File: src/rtl/interrupt_source.sv
// CPU-side reset sequencer and NMI/IRQ generator for a 65xx-style bus on the phi2 clock.
// Sequences resb around the reset-vector fetch and shapes NMI/IRQ lines.
module interrupt_source #(
    parameter int unsigned HOLD_CYCLES = 4,
    parameter int unsigned NMI_WIDTH   = 2,
    parameter int unsigned TIMEOUT     = 32
) (
    input  logic       phi2,
    input  logic       res,
    input  logic       soft_reset_req,
    input  logic       nmi_req,
    input  logic [3:0] irq_src,
    input  logic [3:0] irq_mask,
    input  logic       vpb,
    output logic       resb,
    output logic       nmib,
    output logic       irqb,
    output logic       reset_busy,
    output logic       reset_timeout,
    output logic [3:0] irq_status,
    output logic [7:0] vec_count
);

    localparam int unsigned CntMax = (HOLD_CYCLES > TIMEOUT) ? HOLD_CYCLES : TIMEOUT;
    localparam int unsigned CntW   = $clog2(CntMax + 1);
    localparam int unsigned NmiW   = $clog2(NMI_WIDTH + 1);

    localparam logic [CntW-1:0] HoldLast = CntW'(HOLD_CYCLES - 1);
    localparam logic [CntW-1:0] ToLast   = CntW'(TIMEOUT - 1);
    localparam logic [NmiW-1:0] NmiLast  = NmiW'(NMI_WIDTH - 1);

    typedef enum logic [1:0] {
        StHold,
        StRelease,
        StVector,
        StIdle
    } rst_state_e;

    rst_state_e      state_q, state_d;
    logic [CntW-1:0] cnt_q, cnt_d;
    logic            resb_q, resb_d;
    logic            timeout_q, timeout_d;
    logic [7:0]      vec_q, vec_d;
    logic [1:0]      vpb_run_q, vpb_run_d;
    logic            vec_inc;

    logic            nmi_prev_q;
    logic            nmi_event;
    logic            nmib_q, nmib_d;
    logic            nmi_pend_q, nmi_pend_d;
    logic [NmiW-1:0] nmi_cnt_q, nmi_cnt_d;

    logic            irqb_q, irqb_d;
    logic [3:0]      irq_status_q, irq_status_d;
    logic            busy;

    assign busy = (state_q != StIdle);

    // Reset sequencer; the RELEASE counter keeps its value across a failed VECTOR attempt.
    always_comb begin
        state_d   = state_q;
        cnt_d     = cnt_q;
        timeout_d = timeout_q;
        vec_inc   = 1'b0;
        unique case (state_q)
            StHold: begin
                if (cnt_q == HoldLast) begin
                    state_d = StRelease;
                    cnt_d   = '0;
                end else begin
                    cnt_d = cnt_q + 1'b1;
                end
            end
            StRelease: begin
                if (cnt_q == ToLast) begin
                    timeout_d = 1'b1;
                    state_d   = StIdle;
                end else begin
                    cnt_d = cnt_q + 1'b1;
                    if (!vpb) begin
                        state_d = StVector;
                    end
                end
            end
            StVector: begin
                if (!vpb) begin
                    state_d = StIdle;
                    vec_inc = 1'b1;
                end else begin
                    state_d = StRelease;
                end
            end
            StIdle: begin
                if (soft_reset_req) begin
                    state_d = StHold;
                    cnt_d   = '0;
                end
                if (!vpb && (vpb_run_q == 2'd1)) begin
                    vec_inc = 1'b1;
                end
            end
            default: begin
                state_d = StHold;
                cnt_d   = '0;
            end
        endcase
    end

    // Saturating length of the current vpb-low run: 0 = high, 1 = one low cycle, 2 = longer.
    always_comb begin
        vpb_run_d = vpb_run_q;
        if (vpb) begin
            vpb_run_d = 2'd0;
        end else if (vpb_run_q != 2'd2) begin
            vpb_run_d = vpb_run_q + 2'd1;
        end
    end

    always_comb begin
        resb_d = (state_d != StHold);
        vec_d  = vec_inc ? (vec_q + 8'd1) : vec_q;
    end

    assign nmi_event = nmi_req & ~nmi_prev_q;

    // NMI pulse shaper: one pending event queued while low, served after one high cycle.
    always_comb begin
        nmib_d     = nmib_q;
        nmi_pend_d = nmi_pend_q;
        nmi_cnt_d  = nmi_cnt_q;
        if (busy) begin
            nmib_d     = 1'b1;
            nmi_pend_d = 1'b0;
            nmi_cnt_d  = '0;
        end else if (!nmib_q) begin
            if (nmi_event) begin
                nmi_pend_d = 1'b1;
            end
            if (nmi_cnt_q == NmiLast) begin
                nmib_d    = 1'b1;
                nmi_cnt_d = '0;
            end else begin
                nmi_cnt_d = nmi_cnt_q + 1'b1;
            end
        end else if (nmi_event || nmi_pend_q) begin
            nmib_d     = 1'b0;
            nmi_pend_d = 1'b0;
            nmi_cnt_d  = '0;
        end
    end

    always_comb begin
        irq_status_d = irq_src & irq_mask;
        irqb_d       = busy | ~(|(irq_src & irq_mask));
    end

    always_ff @(posedge phi2) begin
        if (res) begin
            state_q      <= StHold;
            cnt_q        <= '0;
            resb_q       <= 1'b0;
            timeout_q    <= 1'b0;
            vec_q        <= 8'd0;
            vpb_run_q    <= 2'd0;
            nmi_prev_q   <= 1'b0;
            nmib_q       <= 1'b1;
            nmi_pend_q   <= 1'b0;
            nmi_cnt_q    <= '0;
            irqb_q       <= 1'b1;
            irq_status_q <= 4'd0;
        end else begin
            state_q      <= state_d;
            cnt_q        <= cnt_d;
            resb_q       <= resb_d;
            timeout_q    <= timeout_d;
            vec_q        <= vec_d;
            vpb_run_q    <= vpb_run_d;
            nmi_prev_q   <= nmi_req;
            nmib_q       <= nmib_d;
            nmi_pend_q   <= nmi_pend_d;
            nmi_cnt_q    <= nmi_cnt_d;
            irqb_q       <= irqb_d;
            irq_status_q <= irq_status_d;
        end
    end

    assign resb          = resb_q;
    assign nmib          = nmib_q;
    assign irqb          = irqb_q;
    assign reset_busy    = busy;
    assign reset_timeout = timeout_q;
    assign irq_status    = irq_status_q;
    assign vec_count     = vec_q;

endmodule

File: config.mk
export PLATFORM = sky130hd
export DESIGN_NAME = interrupt_source
export DESIGN_NICKNAME = d
export VERILOG_FILES = /design/src/rtl/interrupt_source.sv
export SDC_FILE = /design/constraint.sdc
export NUM_CORES = 1
export LEC_CHECK = 0
export BUFFER_PORTS_ARGS = -buffer_cell sky130_fd_sc_hd__clkbuf_2
export CORE_MARGIN = 1.5
export CORE_UTILIZATION = 55
export CTS_CLUSTER_SIZE = 20
export DETAILED_ROUTE_END_ITERATION = 10
export PLACE_DENSITY = 0.81
export SLEW_MARGIN = 30
export SYNTH_ARGS = -nofsm -noshare
export SYNTH_HDL_FRONTEND = slang
export SYNTH_SLANG_ARGS = --single-unit
File: constraint.sdc
create_clock -name phi2 -period 4.1 [get_ports phi2]
set_clock_uncertainty 0.2 [all_clocks]
set_input_delay 0.205 -clock phi2 [delete_from_list [all_inputs] [get_ports phi2]]
set_output_delay 0.205 -clock phi2 [all_outputs]
set_load 0.01 [all_outputs]
* After elaboration in Yosys (flattened, before gate mapping)
Index checks and enable logic that the tools add are counted.
** Operators by class
- Add/sub/neg operators :: 4
- Equality and inequality tests :: 12
- Muxes and demuxes :: 22
- Bitwise gates (word level) :: 5
- Reduce and logical (&&, ||, !) cells :: 13
** Operators with widths (number)
- two-way mux 6 bit :: 3
- one-hot mux 6 bit (3 select lines) :: 1
- two-way mux 2 bit :: 8
- adder 8 x 1 -> 8 bit, second input constant :: 1
- two-way mux 1 bit :: 8
- inequality test 2 bit, second input constant :: 4
- one-hot mux 2 bit (4 select lines) :: 1
- adder 6 x 1 -> 6 bit, second input constant :: 1
- == test 2 x 1 -> 1 bit, second input constant :: 3
- == test 6 x 2 -> 1 bit, second input constant :: 1
- == test 6 x 5 -> 1 bit, second input constant :: 1
- adder 2 x 1 -> 2 bit, second input constant :: 2
- bitwise AND 4 bit :: 1
- == test 2 bit, second input constant :: 2
- AND reduction 2 bit :: 2
- nonzero test 2 bit :: 2
- OR reduction 2 bit :: 2
- OR reduction 4 bit :: 1
- AND reduction 3 bit :: 1
- nonzero test 3 bit :: 1
- zero test 2 bit :: 1
- inequality test 2 x 1 -> 1 bit, second input constant :: 1
- inverter 1 bit :: 2
- one-hot mux 1 bit (2 select lines) :: 1
- 5 further kinds :: 5
** Word-level totals
- Register bits :: 30
- Input bits :: 13
- Output and inout port bits :: 17
- Word-level logic and storage cells :: 68

* Longest topological paths before layout
- Depth after elaboration :: 5
- Depth in mapped cells :: 7

* Worst setup path after synthesis
Ideal clock, no wire load.
- Path type :: flip-flop to flip-flop
- Start :: reg cnt_q[0]
- End :: reg cnt_q[5]
- Setup time :: 0.070 ns
- Arrival :: 1.358 ns
- Path slack :: 2.472 ns
- Cell stages (with the launch flop) :: 6
- Path buffers :: 0
- Period minus slack after synthesis :: 1.628 ns
- Cells stage by stage :: dfxtp_1 -> ha_1 -> nand4bb_4 -> o21ai_2 -> or4_1 -> a21oi_1
** Between the ends
- Longest elaborated chain between the ends :: 3
- Elaborated cells on any way between the ends :: 8
- Those cells by class :: add/sub (1); eq/ne (3); mux (3); reduce/logical (1)
** Ends and longest elaborated chain
- from (decl) :: RTL line 40 : logic [CntW-1:0] cnt_q, cnt_d;
- from (signal assigned) :: RTL line 173 : cnt_q <= cnt_d;
- adder 6 x 1 -> 6 bit (tied with other cells) :: RTL line 71, 79
- two-way mux 6 bit (tied with other cells) :: RTL line 75 : if (cnt_q == ToLast) begin
- one-hot mux 6 bit (3 select lines) / AND reduction 3 bit (equally long branches)
Several ways; a longest one is shown, not always the timed one. The select of a mux whose other input is x is not followed.
A chain may end at the register's enable or synchronous reset.

* Worst setup path after layout
- Start :: reg cnt_q[0]
- End :: reg cnt_q[0]
Same word-level chain as after synthesis.

==> summary by stage <==
Floorplan
The die area is 2670 µm². In this run the vertical extent of the chip is 51.6 µm. The effective utilization at floorplan is 58.3%. The core box area is 2230 µm².

The die is 51.6 µm wide. The total I/O pin count is 30. The standard-cell row count is 17.

Setup path
The startpoint-to-endpoint class of the critical path is flip-flop to flip-flop. The startpoint type of the worst setup path is a flip-flop. The largest fanout on the critical path is 6. The largest stage delay on the critical path is 370 ps. STA puts the critical path data required time at 4110 ps. The worst reg-to-reg setup slack is 2280 ps. For this design, the slowest cell found on the critical path is sky130_fd_sc_hd__dfxtp_1.

The startpoint identified for the worst register-to-register timing path is cnt_q[0]$_SDFFE_PP0P_. The worst register-to-register path ends at cnt_q[0]$_SDFFE_PP0P_. The worst register-to-register path has a depth of 5.

STA classifies the critical path endpoint as a flip-flop. The critical path goes through ha_1 -> nor4b_1 -> nor2b_1 -> a21o_1 -> nor2_1. For the worst setup path, the data arrival time is 1830 ps.

GRT
The initial antenna violation count is 0. The largest net degree at the start of global routing is 21. The total routing usage reported by global routing is 24.6%. The number of global-route vias before repair is 1,039. The total overflow left after global routing is 0. The first global-routing pass estimated 4570 µm of wire.

STA
In the finished design, the share of the clock period the worst path needs comes to 44.4%. After routing, the total negative slack on setup checks comes to 0 ps. At the pin with the least slew margin, the transition time is 455 ps. Setup violations remaining at the end of the flow were counted as 0. The maximum operating frequency is 549 MHz.

The max-slew violation total from the final report was 0. The normalized max-slew margin is 69.6%. The number of failing hold endpoints at the final stage came to 0. The post-route minimum period is 1820 ps. Setup repair after global routing left no endpoint under its margin.

CTS
The worst-skew pair later-pin latency is 330 ps. The CTS tree is built. The number of setup buffers added after CTS is 0. The clock transition at the register clock pins on the worst setup and hold paths after CTS is 100 ps. Buffers inserted to repair hold after CTS numbered 10. The number of clock buffers inserted by TritonCTS is 5.

CTS built an H-tree with a depth of 2. The clock drives 30 sinks. The number of gates resized after CTS is 0.

The root buffer cell is sky130_fd_sc_hd__clkbuf_4. The maximum root-to-sink buffer count is 2.

Detailed routing
Before antenna repair, the detailed router went through 4 iterations. After the first detailed-routing iteration, the DRC count stood at 15. Summed over all layers, the routed wires come to 2890 µm. In the final routed layout, each cell accounts on average for 13.5 µm.

The via count is 1,147. The post-route DRC violation count is 0. The antenna violation net count after detailed routing is 0. The average vias per placed instance is 5.33.

Pwr
Power spread over the standard cell area amounts to 382 nW/µm². Summing internal, switching and leakage power gives 0.621 mW. In this run, flip-flops and latches consume 51.3% of the power. The part of the power in the clock network is 37.4%. The power dissipated by switching net loads is 0.156 mW. In this run switching power makes up 25.1% of total power. In this run, the combinational gates consume 11.3% of the power.

The maximum VDD drop is 410 µV. In this run the static leakage power is 0.646 nW. Cell internal power was estimated by the tool at 0.465 mW.

Synth
Of all cell types, the one taking the most synthesized area is sky130_fd_sc_hd__dfxtp_1. The count of flip-flops with a built-in enable after synthesis is 0. The mean instance size in the synthesized netlist is 8.91 µm².

The post-synth design cell area is 1300 µm². Synthesis instantiated 36 different standard cells from the library. By area the synthesized netlist is led by sky130_fd_sc_hd__dfxtp_1 (46%), sky130_fd_sc_hd__nor2_1 (6.1%), sky130_fd_sc_hd__xnor2_1 (4.7%), sky130_fd_sc_hd__a21oi_1 (4.2%), sky130_fd_sc_hd__ha_1 (3.8%). In this run, synthesis produced a sequential element count of 30. Among all flip-flop cells after synthesis, the most frequent one is sky130_fd_sc_hd__dfxtp_1. The proportion of netlist area held by the largest area contributor is 46.2%. For this run, the number of Yosys warnings is 0. The net count after synthesis is 163. After technology mapping, the gate count stands at 146. The sequential cell area fraction in the yosys report is 46.2%.

Sorting the synthesized cells by how often they occur yields sky130_fd_sc_hd__dfxtp_1 (30), sky130_fd_sc_hd__nor2_1 (21), sky130_fd_sc_hd__nand2_1 (13). For this run, asynchronously set or reset flops after synthesis account for 0%. Yosys instantiated no cell more often than sky130_fd_sc_hd__dfxtp_1.

Placed design
The half-perimeter wire length of the detailed placement result is 1800 µm. The number of buffers inserted by port buffering is 29. Routability-driven placement finished with a final weighted congestion of 0.799.

Run status
The run finished with clean final reports.

Flow run
Across the run, the number of max-cap violations was 0.

Finish
The area growth from synthesis to final layout is 24.9%. The fraction of layout cells with a size suffix above 1 is 23.0%. 0 antenna diodes ended up in the layout.

The net count of the finished layout is 203.

Hold path
The number of stages on the worst hold path is 4. The worst hold path begins at soft_reset_req. The path type of the worst min-delay path is primary input to flip-flop. The terminating pin of the worst hold path is state_q[1]$_SDFF_PP0_.
[power groups by stage]
stage                     Clock (mW)  Sequential [mW]  Combinational [mW]
after floorplan                    0            0.320              0.0501
after global placement             0            0.324              0.0587
after detailed placement           0            0.325              0.0608
after CTS                      0.236            0.319              0.0685
after global routing           0.258            0.320              0.0774
final                          0.232            0.319              0.0701
[flip-flops by register name, indices dropped and copies added (netlist names)]
signal and count:
reset_timeout 1, vec_count 8, nmib 1, irq_status 4
vpb_run_q 2, nmi_pend_q 1, resb 1, state_q 2
nmi_prev_q 1, irqb 1, cnt_q 6, nmi_cnt_q 2
[layer usage]
| metal | wire (µm) | share of wire, % | GRT usage, % |
|---|---|---|---|
| met1 | 1210 | 42 | 26.6 |
| met2 | 1440 | 50 | 40.0 |
| met3 | 138 | 4.8 | 10.1 |
| met4 | 97 | 3.4 | 15.4 |
| met5 | 0 | 0 | 0 |
[kinds of logic (layout without fill, tap and decap cells)]
kind of cell	Yosys count	in the layout	synth area share, %
compound gates	25	25	12.4
xor+xnor	10	10	6.73
fa+ha+maj	4	4	3.85
buf+inv	12	53	4.33
flops	30	30	46.2
mux	2	2	1.54
simple gates	63	63	25.0
[how the worst max path moves through the flow]
stage                                     start                   endpoint  slack, ps  depth (start not counted)
after CTS                                   vpb  vec_count[6]$_SDFFE_PP0P_       2320                          6
after detailed placement  cnt_q[0]$_SDFFE_PP0P_      cnt_q[2]$_SDFFE_PP0P_       2330                          5
after global placement    cnt_q[0]$_SDFFE_PP0P_      cnt_q[1]$_SDFFE_PP0P_       2410                          5
after floorplan           cnt_q[0]$_SDFFE_PP0P_      cnt_q[5]$_SDFFE_PP0P_       2470                          5
after global routing      cnt_q[0]$_SDFFE_PP0P_      cnt_q[2]$_SDFFE_PP0P_       2170                          5
final                     cnt_q[0]$_SDFFE_PP0P_      cnt_q[0]$_SDFFE_PP0P_       2280                          5
[worst max-delay path: cells and delay by family, from the launching register on]
kind	cells	cell delay [ps]
adder cells (fa/ha/maj)	1	250
flip-flops	1	370
AND/OR/NAND/NOR	3	630
AO/OA/AOI/OAI	1	250
[cell usage in the layout, fill, tap and decap left out, types with 5 or more instances in the layout]
cell type | Yosys | layout
sky130_fd_sc_hd__dfxtp_1 | 30 | 30
sky130_fd_sc_hd__clkbuf_2 | 0 | 29
sky130_fd_sc_hd__nor2_1 | 21 | 21
sky130_fd_sc_hd__nand2_1 | 13 | 13
sky130_fd_sc_hd__a21oi_1 | 11 | 11
sky130_fd_sc_hd__dlygate4sd3_1 | 0 | 10
sky130_fd_sc_hd__xnor2_1 | 7 | 7
sky130_fd_sc_hd__inv_1 | 6 | 6
sky130_fd_sc_hd__nand3_1 | 6 | 6
sky130_fd_sc_hd__clkbuf_4 | 0 | 5
[area by class of cell]
cell class | count | area [µm²]
well taps | 28 | 35.0
clock inverters | 3 | 40.0
repair buffers | 39 | 245
inverters | 6 | 22.5
fillers | 184 | 608
multi-input cells | 104 | 644
flip-flops and latches | 30 | 601
clock buffers | 5 | 37.5
[metrics by stage]
stage / utilization, % / hold slack [ps] / setup WS [ps] / instance area (µm²) / std cells
3_5_place_dp: 64.8 / 237 / 2330 / 1450 / 197
6_report: 72.8 / 30.3 / 2280 / 1630 / 215
3_3_place_gp: 64.8 / 216 / 2410 / 1450 / 197
4_1_cts: 72.8 / 15.1 / 2320 / 1630 / 215
2_1_floorplan: - / 84.3 / 2470 / 1300 / 146
5_1_grt: 72.8 / 28.2 / 2170 / 1630 / 215
Note: power is estimated with default switching activity, not from simulation.
